$ cat config.mk
export PLATFORM = sky130hd
export DESIGN_NAME = csr_regfile
export DESIGN_NICKNAME = d
export VERILOG_FILES = /design/src/rtl/csr_pkg.sv /design/src/rtl/csr_timer.sv /design/src/rtl/csr_regfile.sv
export SDC_FILE = /design/constraint.sdc
export NUM_CORES = 1
export LEC_CHECK = 0
export CAP_MARGIN = 20
export CELL_PAD_IN_SITES_DETAIL_PLACEMENT = 0
export CELL_PAD_IN_SITES_GLOBAL_PLACEMENT = 1
export CORE_MARGIN = 1.5
export CORE_UTILIZATION = 35
export DETAILED_ROUTE_END_ITERATION = 10
export PLACE_DENSITY = 0.79
export SETUP_SLACK_MARGIN = 0.3
export SLEW_MARGIN = 20
export SYNTH_ARGS = -nofsm -noshare
export SYNTH_HDL_FRONTEND = slang
export SYNTH_SLANG_ARGS = --single-unit
$ cat constraint.sdc
create_clock -name clk -period 4 [get_ports clk]
set_input_delay 0.8 -clock clk [delete_from_list [all_inputs] [get_ports clk]]
set_output_delay 0.8 -clock clk [all_outputs]
set_load 0.05 [all_outputs]
$ cat src/rtl/csr_pkg.sv
// csr_pkg: shared constants for the CSR register file.
//   CSR numbers (14-bit), writable-field masks, interrupt-status bit
//   positions, exception codes and the masked-write helper.
package csr_pkg;

    localparam logic [13:0] CSR_CRMD   = 14'h000;
    localparam logic [13:0] CSR_PRMD   = 14'h001;
    localparam logic [13:0] CSR_ECFG   = 14'h004;
    localparam logic [13:0] CSR_ESTAT  = 14'h005;
    localparam logic [13:0] CSR_ERA    = 14'h006;
    localparam logic [13:0] CSR_EENTRY = 14'h00C;
    localparam logic [13:0] CSR_SAVE0  = 14'h030;
    localparam logic [13:0] CSR_SAVE1  = 14'h031;
    localparam logic [13:0] CSR_SAVE2  = 14'h032;
    localparam logic [13:0] CSR_SAVE3  = 14'h033;
    localparam logic [13:0] CSR_TID    = 14'h040;
    localparam logic [13:0] CSR_TCFG   = 14'h041;
    localparam logic [13:0] CSR_TVAL   = 14'h042;
    localparam logic [13:0] CSR_TICLR  = 14'h044;

    // CRMD / PRMD field positions
    localparam int unsigned CRMD_PLV_LSB = 0;
    localparam int unsigned CRMD_PLV_W   = 2;
    localparam int unsigned CRMD_IE_BIT  = 2;
    localparam int unsigned CRMD_DA_BIT  = 3;

    // ESTAT field positions
    localparam int unsigned ESTAT_IS_W       = 13;
    localparam int unsigned ESTAT_IS_HW_LSB  = 2;
    localparam int unsigned ESTAT_IS_TI_BIT  = 11;
    localparam int unsigned ESTAT_IS_IPI_BIT = 12;
    localparam int unsigned ESTAT_ECODE_LSB  = 16;
    localparam int unsigned ESTAT_ESUB_LSB   = 22;

    // ECFG.LIE bit 10 has no interrupt source behind it and stays 0
    localparam logic [12:0] ECFG_LIE_WMASK = 13'h1BFF;

    typedef enum logic [5:0] {
        ECODE_INT  = 6'h00,
        ECODE_ADEF = 6'h08,
        ECODE_ALE  = 6'h09,
        ECODE_SYS  = 6'h0B,
        ECODE_BRK  = 6'h0C,
        ECODE_INE  = 6'h0D
    } ecode_e;

    function automatic logic [31:0] csr_merge(input logic [31:0] old_val,
                                              input logic [31:0] wvalue,
                                              input logic [31:0] wmask);
        return (old_val & ~wmask) | (wvalue & wmask);
    endfunction

endpackage

$ cat src/rtl/csr_timer.sv
// csr_timer: stable timer (TCFG fields, TVAL down-counter, TI flag).
//   Only compiled when CSR_TIMER_EN is defined.
// Ports:
//   clk, resetn        clock, async active-low reset
//   tcfg_we, ticlr_we  decoded, already-qualified write strobes
//   wvalue, wmask      write data and per-bit mask
//   tcfg               TCFG read value {InitVal, Periodic, En}
//   tval               current counter value
//   ti                 timer interrupt flag (ESTAT.IS[11])
`ifdef CSR_TIMER_EN
module csr_timer
    import csr_pkg::*;
(
    input  logic        clk,
    input  logic        resetn,
    input  logic        tcfg_we,
    input  logic        ticlr_we,
    input  logic [31:0] wvalue,
    input  logic [31:0] wmask,
    output logic [31:0] tcfg,
    output logic [31:0] tval,
    output logic        ti
);

    logic        en;
    logic        periodic;
    logic [29:0] initval;
    logic [31:0] tcfg_new;
    logic        running;
    logic        at_zero;
    logic        ticlr_hit;

    assign tcfg      = {initval, periodic, en};
    assign tcfg_new  = csr_merge(tcfg, wvalue, wmask);
    // 0xFFFF_FFFF is the parked state of a one-shot timer
    assign running   = en && (tval != '1);
    assign at_zero   = running && (tval == '0);
    assign ticlr_hit = ticlr_we && wvalue[0] && wmask[0];

    always_ff @(posedge clk or negedge resetn) begin
        if (!resetn) begin
            en       <= 1'b0;
            periodic <= 1'b0;
            initval  <= '0;
            tval     <= '0;
            ti       <= 1'b0;
        end else begin
            // A TCFG write overrides the reload, but the expiry still raises TI
            if (tcfg_we) begin
                en       <= tcfg_new[0];
                periodic <= tcfg_new[1];
                initval  <= tcfg_new[31:2];
                tval     <= {tcfg_new[31:2], 2'b00};
            end else if (running) begin
                if (at_zero)
                    tval <= periodic ? {initval, 2'b00} : '1;
                else
                    tval <= tval - 32'd1;
            end

            if (at_zero)
                ti <= 1'b1;
            else if (ticlr_hit)
                ti <= 1'b0;
        end
    end

endmodule
`endif

$ cat src/rtl/csr_regfile.sv
// csr_regfile: LoongArch CSR register file (CRMD, PRMD, ECFG, ESTAT, ERA,
//   EENTRY, SAVE0-3, optional stable timer TID/TCFG/TVAL/TICLR).
//   Config macro: CSR_TIMER_EN enables the timer CSRs and ESTAT.IS[11].
// Ports:
//   clk, resetn                      clock, async active-low reset
//   csr_rnum / csr_rvalue            combinational read port (0 if unmapped)
//   csr_we, csr_num, csr_wvalue,
//   csr_wmask                        masked write port from WB
//   wb_ex, wb_ecode, wb_esubcode,
//   wb_pc                            exception commit
//   ertn_flush                       ertn commit
//   hw_int_in, ipi_int_in            level interrupt inputs (registered)
//   ex_entry / ertn_entry            EENTRY / ERA values
//   has_int                          enabled interrupt pending
module csr_regfile
    import csr_pkg::*;
(
    input  logic        clk,
    input  logic        resetn,
    input  logic [13:0] csr_rnum,
    output logic [31:0] csr_rvalue,
    input  logic        csr_we,
    input  logic [13:0] csr_num,
    input  logic [31:0] csr_wvalue,
    input  logic [31:0] csr_wmask,
    input  logic        wb_ex,
    input  logic [5:0]  wb_ecode,
    input  logic [8:0]  wb_esubcode,
    input  logic [31:0] wb_pc,
    input  logic        ertn_flush,
    input  logic [7:0]  hw_int_in,
    input  logic        ipi_int_in,
    output logic [31:0] ex_entry,
    output logic [31:0] ertn_entry,
    output logic        has_int
);

    logic [1:0]  crmd_plv;
    logic        crmd_ie;
    logic        crmd_da;
    logic [1:0]  prmd_pplv;
    logic        prmd_pie;
    logic [12:0] ecfg_lie;
    logic [1:0]  estat_is_sw;
    logic [7:0]  estat_is_hw;
    logic        estat_is_ipi;
    logic [5:0]  estat_ecode;
    logic [8:0]  estat_esubcode;
    logic [31:0] era;
    logic [25:0] eentry_va;
    logic [31:0] save [4];

    logic        csr_wr;
    logic        timer_ti;
    logic [12:0] estat_is;
    logic [12:0] lie_wmask;

    // Exceptions and ertn drop a coinciding CSR write entirely
    assign csr_wr    = csr_we && !wb_ex && !ertn_flush;
    assign lie_wmask = csr_wmask[12:0] & ECFG_LIE_WMASK;

`ifdef CSR_TIMER_EN
    logic [31:0] tid;
    logic [31:0] timer_tcfg;
    logic [31:0] timer_tval;

    csr_timer u_timer (
        .clk      (clk),
        .resetn   (resetn),
        .tcfg_we  (csr_wr && (csr_num == CSR_TCFG)),
        .ticlr_we (csr_wr && (csr_num == CSR_TICLR)),
        .wvalue   (csr_wvalue),
        .wmask    (csr_wmask),
        .tcfg     (timer_tcfg),
        .tval     (timer_tval),
        .ti       (timer_ti)
    );

    always_ff @(posedge clk or negedge resetn) begin
        if (!resetn)
            tid <= '0;
        else if (csr_wr && (csr_num == CSR_TID))
            tid <= csr_merge(tid, csr_wvalue, csr_wmask);
    end
`else
    assign timer_ti = 1'b0;
`endif

    assign estat_is = {estat_is_ipi, timer_ti, 1'b0, estat_is_hw, estat_is_sw};

    always_ff @(posedge clk or negedge resetn) begin
        if (!resetn) begin
            crmd_plv       <= '0;
            crmd_ie        <= 1'b0;
            crmd_da        <= 1'b1;
            prmd_pplv      <= '0;
            prmd_pie       <= 1'b0;
            ecfg_lie       <= '0;
            estat_is_sw    <= '0;
            estat_is_hw    <= '0;
            estat_is_ipi   <= 1'b0;
            estat_ecode    <= '0;
            estat_esubcode <= '0;
            era            <= '0;
            eentry_va      <= '0;
            for (int unsigned i = 0; i < 4; i++)
                save[i] <= '0;
        end else begin
            estat_is_hw  <= hw_int_in;
            estat_is_ipi <= ipi_int_in;

            if (wb_ex) begin
                prmd_pplv      <= crmd_plv;
                prmd_pie       <= crmd_ie;
                crmd_plv       <= '0;
                crmd_ie        <= 1'b0;
                estat_ecode    <= wb_ecode;
                estat_esubcode <= wb_esubcode;
                era            <= wb_pc;
            end else if (ertn_flush) begin
                crmd_plv <= prmd_pplv;
                crmd_ie  <= prmd_pie;
            end else if (csr_we) begin
                case (csr_num)
                    CSR_CRMD: begin
                        crmd_plv <= (crmd_plv & ~csr_wmask[1:0]) | (csr_wvalue[1:0] & csr_wmask[1:0]);
                        if (csr_wmask[CRMD_IE_BIT]) crmd_ie <= csr_wvalue[CRMD_IE_BIT];
                        if (csr_wmask[CRMD_DA_BIT]) crmd_da <= csr_wvalue[CRMD_DA_BIT];
                    end
                    CSR_PRMD: begin
                        prmd_pplv <= (prmd_pplv & ~csr_wmask[1:0]) | (csr_wvalue[1:0] & csr_wmask[1:0]);
                        if (csr_wmask[2]) prmd_pie <= csr_wvalue[2];
                    end
                    CSR_ECFG:
                        ecfg_lie <= (ecfg_lie & ~lie_wmask) | (csr_wvalue[12:0] & lie_wmask);
                    CSR_ESTAT:
                        estat_is_sw <= (estat_is_sw & ~csr_wmask[1:0]) | (csr_wvalue[1:0] & csr_wmask[1:0]);
                    CSR_ERA:
                        era <= csr_merge(era, csr_wvalue, csr_wmask);
                    CSR_EENTRY:
                        eentry_va <= (eentry_va & ~csr_wmask[31:6]) | (csr_wvalue[31:6] & csr_wmask[31:6]);
                    CSR_SAVE0: save[0] <= csr_merge(save[0], csr_wvalue, csr_wmask);
                    CSR_SAVE1: save[1] <= csr_merge(save[1], csr_wvalue, csr_wmask);
                    CSR_SAVE2: save[2] <= csr_merge(save[2], csr_wvalue, csr_wmask);
                    CSR_SAVE3: save[3] <= csr_merge(save[3], csr_wvalue, csr_wmask);
                    default: ;
                endcase
            end
        end
    end

    always_comb begin
        csr_rvalue = '0;
        case (csr_rnum)
            CSR_CRMD:   csr_rvalue = {28'b0, crmd_da, crmd_ie, crmd_plv};
            CSR_PRMD:   csr_rvalue = {29'b0, prmd_pie, prmd_pplv};
            CSR_ECFG:   csr_rvalue = {19'b0, ecfg_lie};
            CSR_ESTAT:  csr_rvalue = {1'b0, estat_esubcode, estat_ecode, 3'b0, estat_is};
            CSR_ERA:    csr_rvalue = era;
            CSR_EENTRY: csr_rvalue = {eentry_va, 6'b0};
            CSR_SAVE0:  csr_rvalue = save[0];
            CSR_SAVE1:  csr_rvalue = save[1];
            CSR_SAVE2:  csr_rvalue = save[2];
            CSR_SAVE3:  csr_rvalue = save[3];
`ifdef CSR_TIMER_EN
            CSR_TID:    csr_rvalue = tid;
            CSR_TCFG:   csr_rvalue = timer_tcfg;
            CSR_TVAL:   csr_rvalue = timer_tval;
`endif
            default:    csr_rvalue = '0;
        endcase
    end

    assign ex_entry   = {eentry_va, 6'b0};
    assign ertn_entry = era;
    assign has_int    = (|(estat_is & ecfg_lie)) && crmd_ie;

endmodule
; ---- Word level (Yosys, flattened, before mapping)
; Index checks and enable logic that the tools add are counted.
[classes]
eq_ne = 19
n_mux = 22
bitwise_logic = 31
reduce_logical = 24
[ops]
columns = op, n
row1 = 32-bit case mux with 10 select lines, 1
row2 = 32-bit AND, 6
row3 = 32-bit OR, 5
row4 = 32-bit two-way mux, 4
row5 = 14-bit by 6-bit == test with 1-bit output (second input constant), 8
row6 = 14-bit by 3-bit == test with 1-bit output (second input constant), 6
row7 = 26-bit AND, 2
row8 = 13-bit AND, 3
row9 = 32-bit inverter, 1
row10 = 4-bit AND reduction, 8
row11 = 14-bit by 1-bit == test with 1-bit output (second input constant), 2
row12 = 14-bit by 4-bit == test with 1-bit output (second input constant), 2
row13 = 14-bit logical NOT, 2
row14 = 26-bit inverter, 1
row15 = 26-bit OR, 1
row16 = 2-bit two-way mux, 8
row17 = 13-bit inverter, 1
row18 = 13-bit OR, 1
row19 = 13-bit OR reduction, 1
row20 = 1-bit two-way mux, 9
row21 = 3-bit AND reduction, 3
row22 = 3-bit nonzero test, 3
row23 = 2-bit AND, 4
row24 = 2-bit nonzero test, 4
row25 = 7 further kinds, 10
[totals]
regBits = 232
inputBits = 153
out_inout_bits = 97
wordCells = 113

; ---- Depth between registers and ports, before layout
; Gate-level depths: netlist of the first run.
[depth]
depth_word = 7
ltp_mapped = 8
depth_no_buf = 5

; ---- Worst setup path after synthesis of the first run
; OpenSTA, ideal clock, no wires.
[synth_timing]
kind = input-to-output
from = in csr_rnum[3]
to = out csr_rvalue[1]
t_arrival_ns = 3.903
t_required_ns = 3.200
setup_slack_ns = -0.703
path_stages = 5
path_buffers = 1
path_cell_list = or4bb_1 -> nor2_1 -> clkbuf_1 -> a22oi_1 -> o311ai_0
[synth_between]
elab_chain_len = 2
word_cells_on_any_way = 11
cone_classes = 9 x eq/ne / 1 x mux / 1 x reduce/logical
[synth_rtl]
columns = item, line_no
row1 = "start, declared", csr_regfile.sv:20  ; input logic [13:0] csr_rnum,
row2 = "14-bit by 6-bit == test with 1-bit output, or another cell as far along", csr_regfile.sv:154  ; case (csr_rnum)
row3 = 32-bit case mux with 10 select lines (*), csr_regfile.sv:154
row4 = "end, declared", csr_regfile.sv:21  ; output logic [31:0] csr_rvalue,
; Every way passes the cells marked *; elsewhere a longest branch is shown, timed or not.

; ---- Worst setup path after layout of the first run
[layout_timing]
from = in csr_rnum[4]
to = out csr_rvalue[25]
; Same word-level chain as after synthesis.

==> reports/metrics.cfg, run 1 <==
[run_status]
outcome = finished clean

[yosys]
synth_top_family_by_area = multiplexers
ys.flop_type = dfrtp_1
ys_seq_area_frac = 0.4839
synth-edff-count = 0
ys_types = 61
synthSimpleGateAreaFrac = 0.1232
synth_cells = 1090
synth-compound-area-share = 0.1360
yosys.area.top_type_share = 0.4817
yosys-mux-area-fraction = 0.2149
synth.avg_cell_area_um2 = 10.96
yosys.area_share.adder = 0
synth_top_cell_by_area = dfrtp_1
syn_area_um2 = 11950
ys_seq_elements = 231
synth_area_leaders = dfrtp_1, mux2_2, nand2_1, a22oi_1, mux2_1
async_flop_share = 1.000
ys_warn_count = 0
synthXorXnorAreaFrac = 0

[setup_path]
endpoint_kind = primary output
critPathRequiredTime_ns = 3.20
arrival_ns = 2.87
crit_fanout = 8
critPathLaunchType = input pin
worstSetupPathType = input pin to primary output

[routing]
met3_length_um = 2156
dr.pass1.iters = 5
drc = 0
dr.max_layer_used = met4
vias = 9787
dr.first_iter.drc_count = 525
m1WireLength_um = 16860
wl_um = 37660
viasPerCell = 5.386
dr_wl_met2_um = 17690
ant_nets = 0
wire_per_inst_um = 20.72

[clocking]
h-tree-depth = 1
numCtsBuffers = 26
path_clk_slew_ns = 0.06
numClockSinks = 231
clkLatencyLatePin_ns = 0.53
cts_buffer_depth = 3
tritoncts = built
cts-root-buf = clkbuf_16
hold_buffers = 0

[final_layout]
n_antenna_cell = 0
design_area_um2 = 16740
fin_nets = 1505
fin_util = 0.4991
fillers = 2978
drive_above_1_share = 0.2710
area_growth_pct = 40.06
final_cell_mix = dfrtp_1, nand2_1, clkdlybuf4s50_1
final_common_cell = dfrtp_1

[global_route]
grt_pass1_vias = 10030
antenna_found_initial = 0
grt_max_degree = 107
grt_pass1_wl_um = 58620
grt_usage = 0.2105
gr-total-overflow = 0

[power]
p_leak_nw = 7.376
peakVddDrop_mv = 0.3056
p_clk_frac = 0.435
p_switching_mw = 1.364
comb_power_share = 0.117
switching_share = 0.2506
p_int_mw = 4.077
total_power_mw = 5.441
power_frac_seq = 0.449
power.density_nw_per_um2 = 325.1

[timing]
final-hold-violation-count = 0
timing.fmax_ghz = 0.2723
drv_slew = 0
post-route-period-util = 0.9182
tightest_slew_ns = 0.8832
finClkSkew_ns = 0.004789
relSlewSlack = 0.4112
setup_viol = 0
holdWs_ns = 0.3104
rsz0062_at_grt = true
period_minus_slack_ns = 3.673

[die]
die_h_um = 187.8
io_pins = 250
row_count = 67
initial_core_util = 0.3563
dieArea_um2 = 35260
die_x_um = 187.8
coreArea_um2 = 33530

[placement]
placed_cell_area_um2 = 15580
place.port_buffers = 243
gp_congestion = 0.8581
dp_hpwl_um = 26200

[min_path]
min_path_type = input pin to async pin

[job]
max-cap-violations = 0

==> path summary, 6_finish.rpt <==
kind | depth (start not counted) | slack [ns] | start | end
setup / recovery | 9 | 0.33 | csr_rnum[4] | csr_rvalue[25]
hold / removal | 1 | 0.31 | resetn | async pin
setup reg to reg | 3 | 2.78 | flip-flop | flip-flop
hold reg to reg | 1 | 0.49 | flip-flop | flip-flop
max in group asynchronous | 2 | 2.76 | resetn | crmd_da$_DFFE_PN1P_
min in group clk | 1 | 0.49 | flip-flop | flip-flop
==> what timing repair did <==
item,in CTS,in global routing
setup endpoints to repair,32,21
gates cloned,1,0
buffers inserted,11,1
pin swaps,18,12
resized for setup,40,10
==> metal layers <==
layer | track usage | up-vias
li1 | - | 4487
met1 | 0.2879 | 4890
met2 | 0.3500 | 350
met3 | 0.03257 | 60
met4 | 0.05015 | 0
met5 | 0 | -
==> cell usage after synthesis (4+ instances only) <==
cell type	instances
or2_2	4
a22oi_1	54
mux2_2	142
nand4_1	6
mux2i_1	24
mux2_4	20
a22o_1	6
nand3_1	14
nor2b_1	4
mux2_1	28
a222oi_1	6
a2bb2oi_1	5
clkbuf_1	46
a21boi_0	34
nor4_1	5
mux4_2	5
nand3b_1	11
buf_4	9
nand2_1	212
buf_2	14
a21oi_1	39
dfrtp_1	230
nor2_1	9
a311oi_1	35
o221ai_1	4
buf_1	5
o21ai_0	20
inv_1	36
==> layout make-up <==
class | count | area, µm² | area share
inverters | 36 | 135.1 | 0.008074
flip-flops and latches | 231 | 5782 | 0.3455
clock inverters | 7 | 66.31 | 0.003962
well taps | 448 | 560.5 | 0.03349
multi-input cells | 751 | 5958 | 0.3560
clock buffers | 38 | 787.0 | 0.04702
repair buffers | 306 | 3447 | 0.2060
==> cell families (layout without fill, tap and decap cells) <==
| logic type | after synthesis | count (layout) |
|---|---|---|
| AND/OR/NAND/NOR | 302 | 302 |
| flip-flops | 231 | 231 |
| AO/OA/AOI/OAI | 224 | 224 |
| multiplexers | 219 | 219 |
| buffers and inverters | 113 | 387 |
| other | 1 | 6 |
==> metrics by stage <==
step                setup WS (ns)  setup TNS, ns  std cells
finish                     0.3272              0       1817
global route               0.2882              0       1817
CTS                        0.3033              0       1816
detailed placement        -0.1426        -0.9157       1759
global placement         -0.07920        -0.4617       1759
floorplan                  0.2774              0       1095
==> power by group through the flow <==
stage | clock, mW | combinational, mW | sequential, mW
detailed placement | 0 | 0.635 | 2.48
finish | 2.36 | 0.636 | 2.44
CTS | 2.43 | 0.638 | 2.44
global placement | 0 | 0.628 | 2.48
floorplan | 0 | 0.171 | 2.57
global route | 2.52 | 0.680 | 2.45
==> worst max-delay path: stages <==
cell           delay [ns]
dlygate4sd2_1        0.26
or4_4                0.57
buf_4                0.16
nor4_4               0.34
buf_6                0.21
buf_12               0.14
a222oi_1             0.13
nand2_2              0.11
buf_12               0.13
Note: power is estimated with default switching activity, not from simulation.
==> run 2: changes to the inputs <==
RECOVER_POWER = 50   (was unset)
clock period = 3.7 ns   (was 4 ns; I/O delays follow)
==> run 2 against run 1 <==
The run now ends with max-capacitance violations, max-slew violations left. Largest power group is now the clock network. Core utilization increased by 1.2 points. Critical path depth grew 2. Critical endpoint is now csr_rvalue[15]. Cell count increased by 1.0%. Critical path type unchanged. Power up 9.8%. Die area did not move. Non-clock buffer count rose by 17.
==> reports/metrics.cfg, run 2 (synthesis gave the netlist of run 1 again) <==
[run_status]
outcome = complete, but fails checks
violations = max-capacitance violations, max-slew violations

[die]
coreArea_um2 = 33530  ; unchanged
row_count = 67  ; unchanged
die_x_um = 187.8  ; unchanged
die_h_um = 187.8  ; unchanged
dieArea_um2 = 35260  ; unchanged
initial_core_util = 0.3563  ; unchanged
io_pins = 250  ; unchanged

[clocking]
tritoncts = built
hold_buffers = 0  ; unchanged
h-tree-depth = 1  ; unchanged
cts-root-buf = clkbuf_16
clkLatencyLatePin_ns = 0.52  ; about the same
numClockSinks = 231  ; unchanged
cts_buffer_depth = 3  ; unchanged
path_clk_slew_ns = 0.06  ; about the same
numCtsBuffers = 26  ; unchanged

[placement]
place.port_buffers = 243  ; unchanged
placed_cells = 1770  ; +0.63%
gp_congestion = 0.8552  ; -0.34%
dp_hpwl_um = 26250  ; +0.21%

[power]
switching_share = 0.2526  ; +0.001969
power_frac_seq = 0.442  ; -0.007
comb_power_share = 0.115  ; -0.002
p_clk_frac = 0.444  ; +0.009
p_leak_nw = 7.592  ; +2.9%
p_int_mw = 4.464  ; +9.5%
peakVddDrop_mv = 0.2902  ; -5.0%
power.density_nw_per_um2 = 348.3  ; +7.1%
p_switching_mw = 1.509  ; +11%

[routing]
wl_um = 38590  ; +2.5%
ant_nets = 0  ; unchanged
drc = 0  ; unchanged
wire_per_inst_um = 21.02  ; +1.4%
vias = 9945  ; +1.6%
dr.first_iter.drc_count = 595  ; +13%
viasPerCell = 5.417  ; +0.56%
dr.pass1.iters = 5  ; unchanged

[final_layout]
final_common_cell = dfrtp_1
fin_nets = 1522  ; +1.1%
drive_above_1_share = 0.3014  ; +0.03037
final_cell_mix = dfrtp_1, nand2_1, clkdlybuf4s50_1
fillers = 3007  ; +0.97%
area_growth_pct = 43.52
fin_util = 0.5114  ; +0.01231
fin_cells = 1836  ; +1.0%

[timing]
timing.fmax_ghz = 0.2888
tightest_slew_ns = 2.514  ; +1.631 ns
setup_viol = 0  ; unchanged
fin_setup_tns_ns = 0  ; unchanged
rsz0062_at_grt = true
finClkSkew_ns = 0.005873  ; +0.001084 ns
period_minus_slack_ns = 3.463
final-hold-violation-count = 0  ; unchanged
relSlewSlack = -0.6761  ; -1.087
drv_slew = 137  ; +137
post-route-period-util = 0.9359

[setup_path]
crit_fanout = 7  ; -1
cp-startpoint = csr_rnum[6]
critPathLaunchType = input pin
arrival_ns = 2.72  ; -0.15 ns
worstSetupPathType = input pin to primary output
endpoint_kind = primary output
critPathRequiredTime_ns = 2.96  ; -0.24 ns
r2r_cells = 3  ; unchanged

[global_route]
antenna_found_initial = 1  ; +1
grt_max_degree = 94  ; -12%
grt_pass1_wl_um = 60000  ; +2.4%
grt_pass1_vias = 10270  ; +2.4%
grt_usage = 0.2171  ; +0.006584
gr-total-overflow = 0  ; unchanged

[job]
max-cap-violations = 2  ; +2

[min_path]
min_path_type = flip-flop to flip-flop
hold_depth = 1

==> run 2: cell types whose count changed in the layout (fill, tap and decap cells not counted), sizes merged, moves of 3 or more <==
cell,before,now
buf,98,114
clkbuf,38,51
clkdlybuf4s50,195,168
clkinv,5,2
dlygate4sd2,7,2
dlygate4sd3,0,27
dlymetal6s2s,3,0
==> run 2: final cells by class <==
| type | count | area (µm²) | area share |
|---|---|---|---|
| inverter | 36 | 135.1 | 0.007880 |
| multi-input combinational | 751 | 6143 | 0.3582 |
| sequential | 231 | 5782 | 0.3372 |
| antenna | 1 | 2.502 | 0.0001459 |
| clock inverter | 6 | 86.33 | 0.005034 |
| clock buffer | 40 | 784.5 | 0.04575 |
| timing repair buffer | 323 | 3655 | 0.2131 |
| tap | 448 | 560.5 | 0.03269 |
==> run 2: worst paths after layout <==
kind / end / slack (ns)
max in group asynchronous: async pin / 0.81
worst min-delay path: flip-flop / 0.49
worst max-delay path: csr_rvalue[15] / 0.24
worst min register to register: flip-flop / 0.49
worst max register to register: flip-flop / 2.58
min in group asynchronous: async pin / 0.99
==> run 2: per-layer routing <==
metal / vias to the layer above / part of all wire / GRT usage
li1: 4531 / - / -
met1: 5034 / 0.45 / 0.2958
met2: 321 / 0.47 / 0.3584
met3: 59 / 0.055 / 0.03519
met4: 0 / 0.025 / 0.05723
met5: - / 0 / 0
==> run 2: repair_timing <==
item,4_1_cts,5_1_grt
gates resized for setup,71,55
pin swaps,24,41
endpoints found under the setup margin,32,32
buffers inserted,13,3
cloned,3,0
==> run 2: worst max-delay path, cell delays in order <==
cell and delay, ns:
buf_8 0.10, or4_4 0.54, buf_6 0.14, nor3b_4 0.30, buf_4 0.17, buf_6 0.11
buf_12 0.11, a22o_1 0.12, nand2_1 0.05, o211ai_1 0.15, buf_12 0.18
==> run 2: power by group through the flow <==
stage,logic [mW],registers [mW],clock network (mW)
3_3_place_gp,0.682,2.68,0
4_1_cts,0.695,2.63,2.71
6_report,0.686,2.64,2.65
2_1_floorplan,0.187,2.77,0
3_5_place_dp,0.690,2.68,0
5_1_grt,0.737,2.64,2.80
==> run 2: through the flow <==
| stage | cell area (µm²) | power, mW | hold slack [ns] | setup WS, ns |
|---|---|---|---|---|
| after floorplan | 12160 | 2.962 | 0.4444 | 0.1641 |
| after global placement | 15740 | 3.360 | 0.4694 | -0.09405 |
| after detailed placement | 15740 | 3.370 | 0.4804 | -0.1152 |
| after CTS | 16930 | 6.035 | 0.2577 | 0.2815 |
| after global routing | 17150 | 6.185 | 0.5057 | 0.1827 |
| final | 17150 | 5.972 | 0.4886 | 0.2372 |
